`config.mk`:
```
export PLATFORM = sky130hd
export DESIGN_NAME = nasti_ram_arbiter
export DESIGN_NICKNAME = d
export VERILOG_FILES = /design/src/rtl/nasti_ram_arbiter.sv
export SDC_FILE = /design/constraint.sdc
export NUM_CORES = 1
export LEC_CHECK = 0
export CAP_MARGIN = 10
export CELL_PAD_IN_SITES_DETAIL_PLACEMENT = 1
export CELL_PAD_IN_SITES_GLOBAL_PLACEMENT = 1
export CORE_AREA = 5 5 455 457
export CTS_CLUSTER_DIAMETER = 40
export DETAILED_ROUTE_END_ITERATION = 10
export DIE_AREA = 0 0 460 462
export PLACE_DENSITY = 0.38
export SKIP_LAST_GASP = 1
export SLEW_MARGIN = 30
export SYNTH_ARGS = -nofsm -noshare
export SYNTH_HDL_FRONTEND = slang
export SYNTH_SLANG_ARGS = --single-unit
export TNS_END_PERCENT = 1
```
`constraint.sdc`:
```
create_clock -name clk -period 2.45 [get_ports clk]
set_clock_uncertainty 0.05 [all_clocks]
set_input_delay 0.735 -clock clk [delete_from_list [all_inputs] [get_ports clk]]
set_output_delay 0.735 -clock clk [all_outputs]
set_load 0.01 [all_outputs]
```
`src/rtl/nasti_ram_arbiter.sv`:
```
// Two-requester to one-slave NASTI arbiter. Read and write paths are granted
// independently, round-robin per burst, with combinational forwarding.
//
// Channel payload layouts (MSB first):
//   AR/AW : {id, addr, len[7:0], size[2:0], burst[1:0], lock, cache[3:0],
//            prot[2:0], qos[3:0], region[3:0], user}
//   W     : {data, strb, last, user}
//   R     : {id, data, resp[1:0], last, user}
//   B     : {id, resp[1:0], user}
module nasti_ram_arbiter #(
    parameter int ID_WIDTH   = 1,
    parameter int ADDR_WIDTH = 16,
    parameter int DATA_WIDTH = 128,
    parameter int USER_WIDTH = 1,
    localparam int AX_WIDTH  = ID_WIDTH + ADDR_WIDTH + 29 + USER_WIDTH,
    localparam int W_WIDTH   = DATA_WIDTH + DATA_WIDTH / 8 + 1 + USER_WIDTH,
    localparam int R_WIDTH   = ID_WIDTH + DATA_WIDTH + 3 + USER_WIDTH,
    localparam int B_WIDTH   = ID_WIDTH + 2 + USER_WIDTH
) (
    input  logic                clk,
    input  logic                rstn,

    input  logic                i_s0_ar_valid,
    output logic                o_s0_ar_ready,
    input  logic [AX_WIDTH-1:0] i_s0_ar_bits,
    input  logic                i_s0_aw_valid,
    output logic                o_s0_aw_ready,
    input  logic [AX_WIDTH-1:0] i_s0_aw_bits,
    input  logic                i_s0_w_valid,
    output logic                o_s0_w_ready,
    input  logic [W_WIDTH-1:0]  i_s0_w_bits,
    output logic                o_s0_r_valid,
    input  logic                i_s0_r_ready,
    output logic [R_WIDTH-1:0]  o_s0_r_bits,
    output logic                o_s0_b_valid,
    input  logic                i_s0_b_ready,
    output logic [B_WIDTH-1:0]  o_s0_b_bits,

    input  logic                i_s1_ar_valid,
    output logic                o_s1_ar_ready,
    input  logic [AX_WIDTH-1:0] i_s1_ar_bits,
    input  logic                i_s1_aw_valid,
    output logic                o_s1_aw_ready,
    input  logic [AX_WIDTH-1:0] i_s1_aw_bits,
    input  logic                i_s1_w_valid,
    output logic                o_s1_w_ready,
    input  logic [W_WIDTH-1:0]  i_s1_w_bits,
    output logic                o_s1_r_valid,
    input  logic                i_s1_r_ready,
    output logic [R_WIDTH-1:0]  o_s1_r_bits,
    output logic                o_s1_b_valid,
    input  logic                i_s1_b_ready,
    output logic [B_WIDTH-1:0]  o_s1_b_bits,

    output logic                o_m_ar_valid,
    input  logic                i_m_ar_ready,
    output logic [AX_WIDTH-1:0] o_m_ar_bits,
    output logic                o_m_aw_valid,
    input  logic                i_m_aw_ready,
    output logic [AX_WIDTH-1:0] o_m_aw_bits,
    output logic                o_m_w_valid,
    input  logic                i_m_w_ready,
    output logic [W_WIDTH-1:0]  o_m_w_bits,
    input  logic                i_m_r_valid,
    output logic                o_m_r_ready,
    input  logic [R_WIDTH-1:0]  i_m_r_bits,
    input  logic                i_m_b_valid,
    output logic                o_m_b_ready,
    input  logic [B_WIDTH-1:0]  i_m_b_bits
);

    typedef enum logic [1:0] {R_IDLE, R_ADDR, R_DATA} rd_state_t;
    typedef enum logic [1:0] {W_IDLE, W_ADDR, W_DATA, W_RESP} wr_state_t;

    rd_state_t r_rd_state;
    logic      r_rd_own;
    logic      r_rd_rr;
    wr_state_t r_wr_state;
    logic      r_wr_own;
    logic      r_wr_rr;

    logic w_rd_cand;
    logic w_rd_sel;
    logic w_ar_phase;
    logic w_r_phase;
    logic w_ar_fire;
    logic w_r_done;

    logic w_wr_cand;
    logic w_wr_sel;
    logic w_aw_phase;
    logic w_w_phase;
    logic w_b_phase;
    logic w_aw_fire;
    logic w_w_done;
    logic w_b_done;

    // Read path: the grant is decided in IDLE and locked in the owner register afterwards.
    assign w_rd_cand  = (i_s0_ar_valid && i_s1_ar_valid) ? r_rd_rr : i_s1_ar_valid;
    assign w_rd_sel   = (r_rd_state == R_IDLE) ? w_rd_cand : r_rd_own;
    assign w_ar_phase = rstn && ((r_rd_state == R_IDLE) || (r_rd_state == R_ADDR));
    assign w_r_phase  = rstn && (r_rd_state == R_DATA);

    assign o_m_ar_valid  = w_ar_phase && (w_rd_sel ? i_s1_ar_valid : i_s0_ar_valid);
    assign o_m_ar_bits   = w_ar_phase ? (w_rd_sel ? i_s1_ar_bits : i_s0_ar_bits) : '0;
    assign o_s0_ar_ready = w_ar_phase && !w_rd_sel && i_m_ar_ready;
    assign o_s1_ar_ready = w_ar_phase &&  w_rd_sel && i_m_ar_ready;

    assign o_m_r_ready  = w_r_phase && (r_rd_own ? i_s1_r_ready : i_s0_r_ready);
    assign o_s0_r_valid = w_r_phase && !r_rd_own && i_m_r_valid;
    assign o_s1_r_valid = w_r_phase &&  r_rd_own && i_m_r_valid;
    assign o_s0_r_bits  = (w_r_phase && !r_rd_own) ? i_m_r_bits : '0;
    assign o_s1_r_bits  = (w_r_phase &&  r_rd_own) ? i_m_r_bits : '0;

    assign w_ar_fire = o_m_ar_valid && i_m_ar_ready;
    assign w_r_done  = i_m_r_valid && o_m_r_ready && i_m_r_bits[USER_WIDTH];

    always_ff @(posedge clk or negedge rstn) begin
        if (!rstn) begin
            r_rd_state <= R_IDLE;
            r_rd_own   <= 1'b0;
            r_rd_rr    <= 1'b0;
        end else begin
            case (r_rd_state)
                R_IDLE: begin
                    if (o_m_ar_valid) begin
                        r_rd_own   <= w_rd_sel;
                        r_rd_state <= i_m_ar_ready ? R_DATA : R_ADDR;
                    end
                end
                R_ADDR: begin
                    if (w_ar_fire) begin
                        r_rd_state <= R_DATA;
                    end
                end
                R_DATA: begin
                    if (w_r_done) begin
                        r_rd_state <= R_IDLE;
                        r_rd_rr    <= ~r_rd_own;
                    end
                end
                default: r_rd_state <= R_IDLE;
            endcase
        end
    end

    // Write path: W is only forwarded once the AW handshake has happened.
    assign w_wr_cand  = (i_s0_aw_valid && i_s1_aw_valid) ? r_wr_rr : i_s1_aw_valid;
    assign w_wr_sel   = (r_wr_state == W_IDLE) ? w_wr_cand : r_wr_own;
    assign w_aw_phase = rstn && ((r_wr_state == W_IDLE) || (r_wr_state == W_ADDR));
    assign w_w_phase  = rstn && (r_wr_state == W_DATA);
    assign w_b_phase  = rstn && (r_wr_state == W_RESP);

    assign o_m_aw_valid  = w_aw_phase && (w_wr_sel ? i_s1_aw_valid : i_s0_aw_valid);
    assign o_m_aw_bits   = w_aw_phase ? (w_wr_sel ? i_s1_aw_bits : i_s0_aw_bits) : '0;
    assign o_s0_aw_ready = w_aw_phase && !w_wr_sel && i_m_aw_ready;
    assign o_s1_aw_ready = w_aw_phase &&  w_wr_sel && i_m_aw_ready;

    assign o_m_w_valid  = w_w_phase && (r_wr_own ? i_s1_w_valid : i_s0_w_valid);
    assign o_m_w_bits   = w_w_phase ? (r_wr_own ? i_s1_w_bits : i_s0_w_bits) : '0;
    assign o_s0_w_ready = w_w_phase && !r_wr_own && i_m_w_ready;
    assign o_s1_w_ready = w_w_phase &&  r_wr_own && i_m_w_ready;

    assign o_m_b_ready  = w_b_phase && (r_wr_own ? i_s1_b_ready : i_s0_b_ready);
    assign o_s0_b_valid = w_b_phase && !r_wr_own && i_m_b_valid;
    assign o_s1_b_valid = w_b_phase &&  r_wr_own && i_m_b_valid;
    assign o_s0_b_bits  = (w_b_phase && !r_wr_own) ? i_m_b_bits : '0;
    assign o_s1_b_bits  = (w_b_phase &&  r_wr_own) ? i_m_b_bits : '0;

    assign w_aw_fire = o_m_aw_valid && i_m_aw_ready;
    assign w_w_done  = o_m_w_valid && i_m_w_ready && o_m_w_bits[USER_WIDTH];
    assign w_b_done  = i_m_b_valid && o_m_b_ready;

    always_ff @(posedge clk or negedge rstn) begin
        if (!rstn) begin
            r_wr_state <= W_IDLE;
            r_wr_own   <= 1'b0;
            r_wr_rr    <= 1'b0;
        end else begin
            case (r_wr_state)
                W_IDLE: begin
                    if (o_m_aw_valid) begin
                        r_wr_own   <= w_wr_sel;
                        r_wr_state <= i_m_aw_ready ? W_DATA : W_ADDR;
                    end
                end
                W_ADDR: begin
                    if (w_aw_fire) begin
                        r_wr_state <= W_DATA;
                    end
                end
                W_DATA: begin
                    if (w_w_done) begin
                        r_wr_state <= W_RESP;
                    end
                end
                W_RESP: begin
                    if (w_b_done) begin
                        r_wr_state <= W_IDLE;
                        r_wr_rr    <= ~r_wr_own;
                    end
                end
                default: r_wr_state <= W_IDLE;
            endcase
        end
    end

endmodule

```
==> metrics <==
status=complete, but fails checks; violated checks=setup timing; Seq/Total Area, Yosys=0.0387; Die ar.=213000 µm²; Cells after Synth=735; row count=166; unrepaired setup endpoints after global routing=true; Tot GR Track Use=0.145; antenna violations before repair=131; Rel. slew slack=0.719; commonest non-fill, non-tap cell in the layout=clkdlybuf4s50_1; Placement Cell Area=23900 µm²; overall die height=462 µm; final setup fails=528; Seq cells post-synth=8; hpwl dp=151000 µm; post-synthesis average cell area=7.03 µm²; critical path class=flip-flop to output pin; total iterations of the first detailed-routing run=4; post-synth cell types=37; pwr dens=648 nW/µm²; first-pass GRT wire length=189000 µm; Syn Nets=1374; cts bufs inserted=3; # IOs=1163; Core ar.=203000 µm²; Peak VDD IR=221 µV; minimum clock period=2970 ps; Worst EP required=1660 ps; FF/Latch Area=203 µm²; IO buf count=1162; H-tree Lvls=1; maximum fanout along the worst path=8; fin crit share=1.21; Final Hold Viols=0; leading post-synthesis cells by cell area=and2_1 34%, a22o_1 33%, mux2i_1 11%, nor2_1 4.2%, dfrtp_1 3.9%; layout cells sized above 1=0.317; Synth area leader=and2_1; Initial Util=0.0254; chip width=460 µm; Crit. End Element=output pin; Final Routed Wirelength=164000 µm; final net count=2689; largest net degree at the start of global routing=34; Max Slew Vio Count=0; maximum clock path buffer count=2; Via density=2.56; Worst Hold Class=input port to asynchronous set/reset pin; TNS Setup=-182840 ps; measured slew at the worst slew-check pin=421 ps; Max Freq=337 MHz; Worst-Skew Late Latency=270 ps; area delta synth->final=399%; number of flops mapped to enable cells by yosys=0; startpoint types=flip-flop; worst hold slack=426 ps; Main synth FF type=dfrtp_1; Clock Sinks=8; number of DRC markers in iteration 0=370; GR Overflow Total=0; hold buffers post-CTS=0; Final Cell Area=25800 µm²; vias in the first global route=13146; CTS tree=yes; detailed-route via count=12201; Max-Cap Viols=0; RePlAce Congestion=0.858; number of fill cells=23746; Async SR Flop Fraction=1.00; antenna-violating nets left=0; multi-input combinational cell area=5370 µm²; CTS root buf=clkbuf_16; WP data arrival=2180 ps; post-DR wirelength/cell=34.4 µm; mapped cell area=5170 µm²; warnings from Yosys=0; leading cell types in the layout, fill and taps excluded=642 x clkdlybuf4s50_1, 274 x and2_1, 274 x buf_12, 195 x buf_4, 157 x a22o_1; Overall Power=16700 µW; share of the synthesized area in the top cell type=0.341; leakage power=0.0116 µW; CTS clk-pin slew, worst paths=50 ps; worst setup margin=-519 ps; # DRC=0
worst max-delay path: stages, from the launching register on:
cell,delay (ps)
dfrtp_1,400
buf_6,130
ha_4,160
and3_4,200
buf_16,170
buf_16,170
buf_4,140
a22o_1,210
dlygate4sd2_1,300
state kept, by name (all words and copies together), names as in the netlist:
name and flops:
r_rd_own 1, r_rd_rr 1, r_wr_rr 1, r_wr_state 2, r_wr_own 1, r_rd_state 2
per-layer routing:
| layer | GRT usage | part of all wire |
|---|---|---|
| met1 | 0.140 | 0.33 |
| met2 | 0.274 | 0.52 |
| met3 | 0.0848 | 0.14 |
| met4 | 0.0139 | 0.013 |
| met5 | 0 | 0.00057 |
timing repair:
item,4_1_cts,5_1_grt
pin swaps,10,9
setup buffers,25,22
cloned,12,6
setup endpoints to repair,532,530
resized for setup,247,222
cells by family after synthesis:
kind of cell	count (synthesis)	synth area share
muxes	57	0.112
buffers and inverters	91	0.0755
adders and majority gates	5	0.0121
DFF	8	0.0387
AOI/OAI and AO/OA	212	0.353
and+or+nand+nor	362	0.409
worst paths after layout:
path / start / end / slack [ps] / cells after the start
min in group clk: r_rd_rr / r_rd_rr / 500 / 1
max reg2reg: r_rd_own / r_rd_rr / 30 / 9
max: r_wr_state[1] / o_m_w_bits[11] / -520 / 8
min reg2reg: r_rd_rr / r_rd_rr / 500 / 1
max in group asynchronous: rstn / r_rd_state[1] / 1720 / 3
min: rstn / r_wr_state[1] / 430 / 2
cell type report:
type | count | area share
repair buffers | 1395 | 0.647
multi-input cells | 636 | 0.209
well taps | 2688 | 0.131
flip-flops and latches | 8 | 0.00787
clock buffers | 3 | 0.00291
diodes | 25 | 0.00243
inverters | 6 | 0.000874
Yosys cell counts (3+ instances only):
library cell and count:
a22o_1 193, and2_1 282, and3_1 3, buf_1 7, buf_2 27, clkbuf_1 48, dfrtp_1 8, ha_1 5
inv_1 6, mux2i_1 55, nand2_1 7, nor2_1 58, o21ai_0 4
power breakdown:
part	internal [µW]	switching, µW
clock	216	125
sequential	202	71.6
combinational	8660	7430
per-stage QoR:
stage | std cells | setup slack (ps) | util
2_1_floorplan | 735 | -53.4 | -
3_3_place_gp | 4676 | -1260 | 0.117
3_5_place_dp | 4676 | -1260 | 0.117
4_1_cts | 4715 | -1010 | 0.121
5_1_grt | 4741 | -572 | 0.127
6_report | 4761 | -519 | 0.127
No activity file was read; power rests on OpenSTA's default activity.
